File: src/rtl/aes_ctrl_pkg.sv
// Shared types and constants for the AES-128 round sequencer.
// Imported by aes_round_ctrl and its key-schedule watchdog.
package aes_ctrl_pkg;

  localparam int AES_NR    = 10;
  localparam int AES_KEY_W = 128;

  localparam logic [1:0] RT_INIT  = 2'd0;
  localparam logic [1:0] RT_MID   = 2'd1;
  localparam logic [1:0] RT_FINAL = 2'd2;

  typedef enum logic [2:0] {
    ST_IDLE,
    ST_KS_WAIT,
    ST_SEL,
    ST_LOAD,
    ST_GO,
    ST_WAIT_ACK,
    ST_DONE,
    ST_ERR
  } state_e;

  // Round 0 is the bare AddRoundKey; the last round skips MixColumns.
  function automatic logic [1:0] round_type(input logic [3:0] round, input logic [3:0] nr);
    if (round == 4'd0) return RT_INIT;
    if (round == nr)   return RT_FINAL;
    return RT_MID;
  endfunction

endpackage

File: src/rtl/ks_watchdog.sv
// Cycle counter bounding how long the sequencer waits for the key schedule.
// expired is high in the KS_TIMEOUT-th cycle after the last clear.
module ks_watchdog #(
  parameter int KS_TIMEOUT = 64
) (
  input  logic clk,
  input  logic rst,
  input  logic clr,
  input  logic en,
  output logic expired
);

  localparam int CW = (KS_TIMEOUT > 1) ? $clog2(KS_TIMEOUT) : 1;
  localparam logic [CW-1:0] LAST = CW'(KS_TIMEOUT - 1);

  logic [CW-1:0] cnt_q, cnt_d;

  assign expired = (cnt_q == LAST);

  // NOTE: every variable assigned in always_comb gets a default first, so no latch is inferred.
  always_comb begin
    cnt_d = cnt_q;
    if (clr)                 cnt_d = '0;
    else if (en && !expired) cnt_d = cnt_q + 1'b1;
  end

  always_ff @(posedge clk) begin
    if (rst) cnt_q <= '0;
    else     cnt_q <= cnt_d;
  end

endmodule

File: src/rtl/aes_round_ctrl.sv
// Sequencer between the AES-128 key schedule and the round datapath: waits for the
// schedule, then fetches, latches and issues one handshaked round per round key.
module aes_round_ctrl
  import aes_ctrl_pkg::*;
#(
  parameter int NR         = AES_NR,
  parameter int KEY_W      = AES_KEY_W,
  parameter int KEY_LAT    = 1,
  parameter int KS_TIMEOUT = 64
) (
  input  logic             Clk,
  input  logic             Rst,
  input  logic             Start,
  output logic             Busy,
  output logic             Done,
  output logic             Error,
  output logic             KsEn,
  input  logic             KsRy,
  output logic [3:0]       SelKey,
  input  logic [KEY_W-1:0] KsKey,
  output logic [KEY_W-1:0] RoundKey,
  output logic             RoundGo,
  output logic [1:0]       RoundType,
  input  logic             RoundAck,
  output logic [3:0]       Round
);

  localparam logic [3:0] NR_L      = 4'(NR);
  localparam logic [1:0] LAT_LAST  = 2'(KEY_LAT - 1);

  state_e           state_q;
  logic [3:0]       round_q;
  logic [3:0]       sel_key_q;
  logic [1:0]       lat_q;
  logic [KEY_W-1:0] round_key_q;
  logic [1:0]       round_type_q;
  logic             busy_q, done_q, err_q, ks_en_q, go_q;

  logic wd_clr, wd_en, wd_expired;

  assign wd_clr = ((state_q == ST_IDLE) || (state_q == ST_ERR)) && Start;
  assign wd_en  = (state_q == ST_KS_WAIT);

  ks_watchdog #(.KS_TIMEOUT(KS_TIMEOUT)) u_ks_watchdog (
    .clk     (Clk),
    .rst     (Rst),
    .clr     (wd_clr),
    .en      (wd_en),
    .expired (wd_expired)
  );

  // NOTE: state is updated with non-blocking assignments so every branch reads pre-edge values.
  always_ff @(posedge Clk) begin
    if (Rst) begin
      state_q      <= ST_IDLE;
      round_q      <= '0;
      sel_key_q    <= '0;
      lat_q        <= '0;
      // NOTE: the round-key register is reset because it is a visible output that must read 0 after reset.
      round_key_q  <= '0;
      round_type_q <= '0;
      busy_q       <= 1'b0;
      done_q       <= 1'b0;
      err_q        <= 1'b0;
      ks_en_q      <= 1'b0;
      go_q         <= 1'b0;
    end else begin
      go_q   <= 1'b0;
      done_q <= 1'b0;
      case (state_q)
        ST_IDLE, ST_ERR: begin
          if (Start) begin
            state_q   <= ST_KS_WAIT;
            round_q   <= '0;
            sel_key_q <= '0;
            err_q     <= 1'b0;
            busy_q    <= 1'b1;
            ks_en_q   <= 1'b1;
          end
        end
        ST_KS_WAIT: begin
          if (KsRy) begin
            state_q   <= ST_SEL;
            sel_key_q <= round_q;
            lat_q     <= '0;
          end else if (wd_expired) begin
            state_q <= ST_ERR;
            err_q   <= 1'b1;
            busy_q  <= 1'b0;
            ks_en_q <= 1'b0;
          end
        end
        ST_SEL: begin
          // Give the key schedule KEY_LAT cycles to settle on the new select.
          if (lat_q == LAT_LAST) state_q <= ST_LOAD;
          else                   lat_q   <= lat_q + 2'd1;
        end
        ST_LOAD: begin
          round_key_q  <= KsKey;
          round_type_q <= round_type(round_q, NR_L);
          go_q         <= 1'b1;
          state_q      <= ST_GO;
        end
        ST_GO: begin
          state_q <= ST_WAIT_ACK;
        end
        ST_WAIT_ACK: begin
          if (RoundAck) begin
            if (round_q >= NR_L) begin
              state_q <= ST_DONE;
              done_q  <= 1'b1;
              ks_en_q <= 1'b0;
            end else begin
              round_q   <= round_q + 4'd1;
              sel_key_q <= round_q + 4'd1;
              lat_q     <= '0;
              state_q   <= ST_SEL;
            end
          end
        end
        ST_DONE: begin
          state_q <= ST_IDLE;
          busy_q  <= 1'b0;
        end
        default: begin
          state_q <= ST_IDLE;
          busy_q  <= 1'b0;
          ks_en_q <= 1'b0;
        end
      endcase
    end
  end

  assign Busy      = busy_q;
  assign Done      = done_q;
  assign Error     = err_q;
  assign KsEn      = ks_en_q;
  assign SelKey    = sel_key_q;
  assign RoundKey  = round_key_q;
  assign RoundGo   = go_q;
  assign RoundType = round_type_q;
  assign Round     = round_q;

endmodule

File: config.mk
export PLATFORM = sky130hd
export DESIGN_NAME = aes_round_ctrl
export DESIGN_NICKNAME = d
export VERILOG_FILES = /design/src/rtl/aes_ctrl_pkg.sv /design/src/rtl/ks_watchdog.sv /design/src/rtl/aes_round_ctrl.sv
export SDC_FILE = /design/constraint.sdc
export NUM_CORES = 1
export LEC_CHECK = 0
export CORE_ASPECT_RATIO = 0.75
export CORE_UTILIZATION = 25
export DETAILED_ROUTE_END_ITERATION = 7
export PLACE_DENSITY = 0.55
export SETUP_SLACK_MARGIN = 0.3
export SYNTH_ARGS = -nofsm -noshare
export SYNTH_HDL_FRONTEND = slang
export SYNTH_HIERARCHICAL = 1
export SYNTH_SLANG_ARGS = --single-unit
File: constraint.sdc
create_clock -name Clk -period 3.9 [get_ports Clk]
set_clock_uncertainty 0.15 [all_clocks]
set_input_delay 0.78 -clock Clk [delete_from_list [all_inputs] [get_ports Clk]]
set_output_delay 0.78 -clock Clk [all_outputs]
set_load 0.005 [all_outputs]
* Word level (Yosys, flattened, before mapping)
Cells that the tools add are included. W data, S select, Z words.
Operators by class: $add $sub $neg 3, order comparisons 1, reduce and logical (&&, ||, !) cells 22, equal/unequal tests 19, bitwise logic cells 2, mux-type cells 42
Operators with widths (number):
- $pmux W3 S7 | 1
- $mux W3 | 6
- $ne A2 B2 Y1 const B | 9
- $mux W1 | 17
- $mux W2 | 8
- $mux W4 | 4
- $reduce_and A4 Y1 | 4
- $eq A3 B3 Y1 const B | 4
- $pmux W4 S3 | 1
- $reduce_and A5 Y1 | 2
- $reduce_bool A3 Y1 | 3
- $pmux W4 S2 | 1
- $add A6 B1 Y6 const B | 1
- $eq A3 B2 Y1 const B | 2
- $eq A6 B6 Y1 const B | 1
- $pmux W1 S3 | 2
- $pmux W2 S3 | 1
- $reduce_and A6 Y1 | 1
- $add A4 B1 Y4 const B | 1
- $eq A4 B4 Y1 const B | 1
- $ge A4 B4 Y1 const B | 1
- $logic_not A4 Y1 | 1
- $reduce_bool A2 Y1 | 2
- $reduce_or A2 Y1 | 2
- 11 further kinds | 13
Storage, ports and cells: output and inout bits 143, logic and storage cells 101, input bits 133, flip-flop bits (word level) 154

* Logic depth before layout (Yosys ltp)
depth after elaboration 9, mapped depth 8, gate-level depth less buffers 7

* Hierarchy
Netlist, hierarchy kept.
By module, submodules not included:
- aes_round_ctrl | area an instance 5555.3 um2, cells an instance 696, seq. area each 2962.8 um2, times used 1
- ks_watchdog | area an instance 292.8 um2, cells an instance 32, seq. area each 120.1 um2, times used 1

* Worst setup path after synthesis
Ideal clock, no wire load.
path kind flip-flop to flip-flop, from register u_ks_watchdog.cnt_q[0], to register err_q, in the netlist Error, clock period less this slack 2.043 ns, required time 3.618 ns, setup time 0.132 ns, arrival 1.760 ns, path slack 1.857 ns, path buffers 0, cell stages (with the launch flop) 8, cell sequence dfxtp_1 ha_1 and3_2 and3_2 nor2b_1 a2111oi_0 or3_1 a21oi_1
Between the ends: longest elaborated chain between the ends 3
Ends and longest elaborated chain:
- start: declaration | RTL line ks_watchdog.sv:16 | logic [CW-1:0] cnt_q, cnt_d;
- start signal: assignment | RTL line ks_watchdog.sv:29 | else cnt_q <= cnt_d;
- $eq A6 B6 Y1 | RTL line ks_watchdog.sv:18 | assign expired = (cnt_q == LAST);
- net wd_expired | RTL line aes_round_ctrl.sv:39 | logic wd_clr, wd_en, wd_expired;
- $ne A2 B2 Y1 (no line)
- $reduce_and A4 Y1 (no line)
- end signal: assignment | RTL line aes_round_ctrl.sv:64 | err_q <= 1'b0;
- end signal: assignment | RTL line aes_round_ctrl.sv:76 | err_q <= 1'b0;
- end signal: assignment | RTL line aes_round_ctrl.sv:88 | err_q <= 1'b1;
- end: declaration | RTL line aes_round_ctrl.sv:37 | logic busy_q, done_q, err_q, ks_en_q, go_q;
The timed path passes the listed nets, and every way through them passes these cells. A chain may end at the register's enable or synchronous reset.

* Worst setup path after layout
from register state_q[2], to register round_key_q[55], in the netlist RoundKey[55]
Between the ends: longest elaborated chain between the ends 1
Ends and longest elaborated chain:
- start: declaration | RTL line aes_round_ctrl.sv:31 | state_e state_q;
- start signal: assignment | RTL line aes_round_ctrl.sv:55 | state_q <= ST_IDLE;
- start signal: assignment | RTL line aes_round_ctrl.sv:73 | state_q <= ST_KS_WAIT;
- start signal: assignment | RTL line aes_round_ctrl.sv:83 | state_q <= ST_SEL;
- $eq A3 B2 Y1 | RTL line aes_round_ctrl.sv:70 | case (state_q)
- end signal: assignment | RTL line aes_round_ctrl.sv:99 | round_key_q <= KsKey;
- end: declaration | RTL line aes_round_ctrl.sv:35 | logic [KEY_W-1:0] round_key_q;
Every way passes these cells.

==> impl_results.html <==
<table>
<tr><th>Metric</th><th>Value</th></tr>
<tr><th colspan="2">Synthesis</th></tr>
<tr><td>Fraction of the yosys area taken by sequential cells</td><td>0.527</td></tr>
<tr><td>Most used flip-flop cell after synthesis</td><td>sky130_fd_sc_hd__dfxtp_1</td></tr>
<tr><td>FFs w/ async S/R, synth</td><td>0</td></tr>
<tr><td>Number of synthesized flops with an enable pin</td><td>0</td></tr>
<tr><td>Post-synthesis average cell area</td><td>approximately 8.0 sq um</td></tr>
<tr><td>Cell area after synthesis</td><td>~0.006 sq mm</td></tr>
<tr><td>Number of flip-flops and latches in the synthesized netlist</td><td>154</td></tr>
<tr><td>Cells after synthesis</td><td>about 730</td></tr>
<tr><td>Post-synth net total</td><td>a little under 900</td></tr>
<tr><td>Count of different cell masters after synthesis</td><td>53</td></tr>
<tr><td>Number of warnings reported in the yosys synthesis log</td><td>6</td></tr>
<tr><th colspan="2">Hold path</th></tr>
<tr><td>Worst hold-check path type</td><td>reg2reg</td></tr>
<tr><td>Hold path startpoint</td><td>RoundKey[0]</td></tr>
<tr><th colspan="2">Place</th></tr>
<tr><td>Number of input and output port buffers inserted</td><td>approximately 280</td></tr>
<tr><td>Routability congestion estimate</td><td>0.786</td></tr>
<tr><td>HPWL Detailed</td><td>12800 um</td></tr>
<tr><th colspan="2">Route</th></tr>
<tr><td>DR vias</td><td>between 5000 and 6000</td></tr>
<tr><td>Final routed DRC violation total</td><td>0</td></tr>
<tr><td>First DRT Iteration DRCs</td><td>330</td></tr>
<tr><td>Average wire length per cell after detail routing</td><td>approximately 15 um</td></tr>
<tr><td>Drt first pass iters</td><td>4</td></tr>
<tr><td>Total wire length</td><td>18900 um</td></tr>
<tr><td>Number of nets still failing antenna checks after routing</td><td>0</td></tr>
<tr><td>Vias per inst</td><td>~4.5</td></tr>
<tr><th colspan="2">Timing</th></tr>
<tr><td>Setup-failing EPs final</td><td>0</td></tr>
<tr><td>Min Clock Period, post-route</td><td>approximately 2.6 ns</td></tr>
<tr><td>Endpoints failing hold</td><td>0</td></tr>
<tr><td>Unrepaired setup endpoints after global routing</td><td>no</td></tr>
<tr><td>Achievable frequency</td><td>388 MHz</td></tr>
<tr><td>Fin crit share</td><td>0.661</td></tr>
<tr><td>Actual slew at the worst max-slew pin</td><td>about 0.77 ns</td></tr>
<tr><td>Sum Neg Setup Slack</td><td>0 ns</td></tr>
<tr><td>Worst hold slack after final layout</td><td>about 0.30 ns</td></tr>
<tr><td>Max transition margin</td><td>0.489</td></tr>
<tr><td>Number of slew-limit violations in the final report</td><td>0</td></tr>
<tr><th colspan="2">GRT</th></tr>
<tr><td>First-pass GRT wire length</td><td>around 29000 um</td></tr>
<tr><td>Total Routing Usage GR</td><td>0.153</td></tr>
<tr><td>Vias in the first global route</td><td>approximately 5400</td></tr>
<tr><td>Maximum number of pins on one net before global-route repair</td><td>67</td></tr>
<tr><td>Global-route congestion overflow total</td><td>0</td></tr>
<tr><td>Antenna violations before repair</td><td>0</td></tr>
<tr><th colspan="2">Critical path</th></tr>
<tr><td>Critical path buffers and inverters</td><td>1</td></tr>
<tr><td>Startpoint Class</td><td>register</td></tr>
<tr><td>Biggest cell delay along the critical path</td><td>0.80 ns</td></tr>
<tr><td>Kind of end point of the critical path</td><td>register</td></tr>
<tr><td>Peak fanout along the critical path</td><td>66</td></tr>
<tr><td>Critical register-to-register path startpoint</td><td>state_q[2]</td></tr>
<tr><td>Setup CP Type</td><td>reg2reg</td></tr>
<tr><td>Cell family with the largest share of critical-path delay</td><td>simple AND/OR/NAND/NOR gates</td></tr>
<tr><td>CP startpoint</td><td>state_q[2]</td></tr>
<tr><td>Arrival time reported for the critical path endpoint</td><td>2.77 ns</td></tr>
<tr><td>Worst path required time</td><td>between 4 and 5 ns</td></tr>
<tr><td>Cell-by-cell trace of the critical path</td><td>nor2b_1, nand2_4, buf_4, nand2_1, a21oi_1</td></tr>
<tr><td>CP max-delay cell</td><td>sky130_fd_sc_hd__dfxtp_1</td></tr>
<tr><th colspan="2">Outcome</th></tr>
<tr><td>Run status</td><td>completed</td></tr>
<tr><th colspan="2">Layout</th></tr>
<tr><td>Antenna Diode Count</td><td>0</td></tr>
<tr><td>Number of nets in the layout</td><td>1117</td></tr>
<tr><td>Most common cell after layout, fill and taps aside</td><td>sky130_fd_sc_hd__clkdlybuf4s50_1</td></tr>
<tr><td>Layout cell share with drive strength beyond 1</td><td>0.0465</td></tr>
<tr><td>Final Util</td><td>0.411</td></tr>
<tr><td>Layout overhead on the synthesized area</td><td>61.6%</td></tr>
<tr><td>Commonest cells after routing, fill and taps aside</td><td>274 x sky130_fd_sc_hd__clkdlybuf4s50_1, 265 x sky130_fd_sc_hd__nand2_1, 154 x sky130_fd_sc_hd__dfxtp_1</td></tr>
<tr><th colspan="2">Clock tree</th></tr>
<tr><td>Clock Pin Slew Worst Setup and Hold Paths</td><td>roughly 0.070 ns</td></tr>
<tr><td>Count of cells resized by post-cts repair</td><td>0</td></tr>
<tr><td>Root buffer cell</td><td>sky130_fd_sc_hd__clkbuf_16</td></tr>
<tr><td>CTS Buffer Depth</td><td>2</td></tr>
<tr><td>CTS buffer count</td><td>17</td></tr>
<tr><td># Post-CTS Setup Buffers</td><td>0</td></tr>
<tr><td>Later-pin clock latency in the skew report</td><td>0.42 ns</td></tr>
<tr><td>Clock sink count</td><td>about 150</td></tr>
<tr><td>Number of levels the H-tree was split into</td><td>4</td></tr>
<tr><td>TritonCTS clock tree</td><td>done</td></tr>
<tr><td>Post-CTS Hold Fix Bufs</td><td>0</td></tr>
<tr><th colspan="2">Floorplan</th></tr>
<tr><td>Placeable core area</td><td>about 0.023 sq mm</td></tr>
<tr><td>Overall die width</td><td>between 150 and 200 um</td></tr>
<tr><td>Die area</td><td>about 0.024 sq mm</td></tr>
<tr><td>Chip Height</td><td>134 um</td></tr>
<tr><td>Initial core utilization</td><td>0.254</td></tr>
<tr><td># rows</td><td>between 40 and 50</td></tr>
<tr><td>Top-Level Pins</td><td>roughly 280</td></tr>
<tr><th colspan="2">Power and ir drop</th></tr>
<tr><td>Leakage power</td><td>~3.2 nW</td></tr>
<tr><td>Largest vdd supply drop</td><td>roughly 0.00024 V</td></tr>
<tr><td>Total design power</td><td>3.75 mW</td></tr>
<tr><td>Areal power density over the cells</td><td>397 mW/mm^2</td></tr>
<tr><th colspan="2">Flow run</th></tr>
<tr><td>Number of violations of the max-capacitance limit</td><td>0</td></tr>
</table>
[cells by family (layout without fill, tap and decap cells)]
logic type	Yosys count	after routing	synth area share
flops	154	154	0.527
compound gates	176	176	0.168
buf+inv	60	322	0.0432
mux	9	9	0.0154
xor+xnor	2	2	0.00300
simple gates	322	322	0.232
fa+ha+maj	5	5	0.0107
[power breakdown]
part / total, mW / switching, mW / internal, mW
sequential: 1.65 / 0.0370 / 1.62
clock: 1.68 / 0.642 / 1.04
combinational: 0.411 / 0.173 / 0.238
[stage by stage]
stage / instance area, sq um / instances / worst slack [ns]
finish: 9450 / 1290 / 1.32
detailed placement: 8850 / 1260 / 1.11
floorplan: 5850 / 728 / 1.86
global placement: 8850 / 1260 / 1.15
global route: 9450 / 1290 / 1.05
CTS: 9450 / 1290 / 1.29
[cells in the mapped netlist, types with 3 or more instances]
library cell | count | area (sq um)
sky130_fd_sc_hd__nor2b_1 | 4 | 25.0
sky130_fd_sc_hd__o31ai_1 | 3 | 22.5
sky130_fd_sc_hd__buf_2 | 16 | 80.1
sky130_fd_sc_hd__nand4_1 | 3 | 18.8
sky130_fd_sc_hd__a21oi_1 | 145 | 726
sky130_fd_sc_hd__mux2i_1 | 9 | 90.1
sky130_fd_sc_hd__nor3_1 | 7 | 35.0
sky130_fd_sc_hd__or4_1 | 4 | 30.0
sky130_fd_sc_hd__a21o_1 | 4 | 30.0
sky130_fd_sc_hd__a2111oi_0 | 3 | 26.3
sky130_fd_sc_hd__nor2_1 | 7 | 26.3
sky130_fd_sc_hd__clkbuf_1 | 30 | 113
sky130_fd_sc_hd__dfxtp_1 | 154 | 3080
sky130_fd_sc_hd__nand2_1 | 266 | 998
sky130_fd_sc_hd__ha_1 | 5 | 62.6
sky130_fd_sc_hd__nand3_1 | 5 | 25.0
sky130_fd_sc_hd__buf_1 | 3 | 11.3
sky130_fd_sc_hd__o21ai_0 | 4 | 20.0
sky130_fd_sc_hd__nand2b_1 | 5 | 31.3
sky130_fd_sc_hd__inv_1 | 8 | 30.0
[sequential cells by signal, summed over array words and instances, names as in the netlist]
signal,count
Error,1
u_ks_watchdog/cnt_q,6
RoundKey,128
Done,1
lat_q,2
Busy,1
KsEn,1
RoundGo,1
Round,4
RoundType,2
SelKey,4
state_q,3
[final timing paths]
check / endpoint / slack (ns) / cells after the start
min reg2reg: RoundKey[0] / 0.30 / 2
max: RoundKey[55] / 1.32 / 5
min: RoundKey[0] / 0.30 / 2
max reg2reg: RoundKey[55] / 1.32 / 5
[per-layer routing]
metal  vias up  part of all wire  GRT usage
met5         -                 0          0
met4         0            0.0070     0.0485
met3        11              0.12     0.0811
met2       246              0.42      0.229
met1      2584              0.45      0.188
li1       2932                 -          -
[worst register-to-register path: cells and delay by family (launching register included)]
family | cells | cell delay (ns)
buffers and inverters | 1 | 0.45
AO/OA/AOI/OAI | 1 | 0.16
AND/OR/NAND/NOR | 3 | 0.93
flip-flops | 1 | 0.80
[layout make-up]
cell class                      count  area (sq um)
Clock buffer                       25           515
Clock inverter                      5          82.6
Fill cell                        2377         13600
Inverter                            9          33.8
Multi-Input combinational cell    514          2520
Sequential cell                   154          3080
Tap cell                          300           375
Timing Repair Buffer              283          2840
No activity file was read; power rests on OpenSTA's default activity.
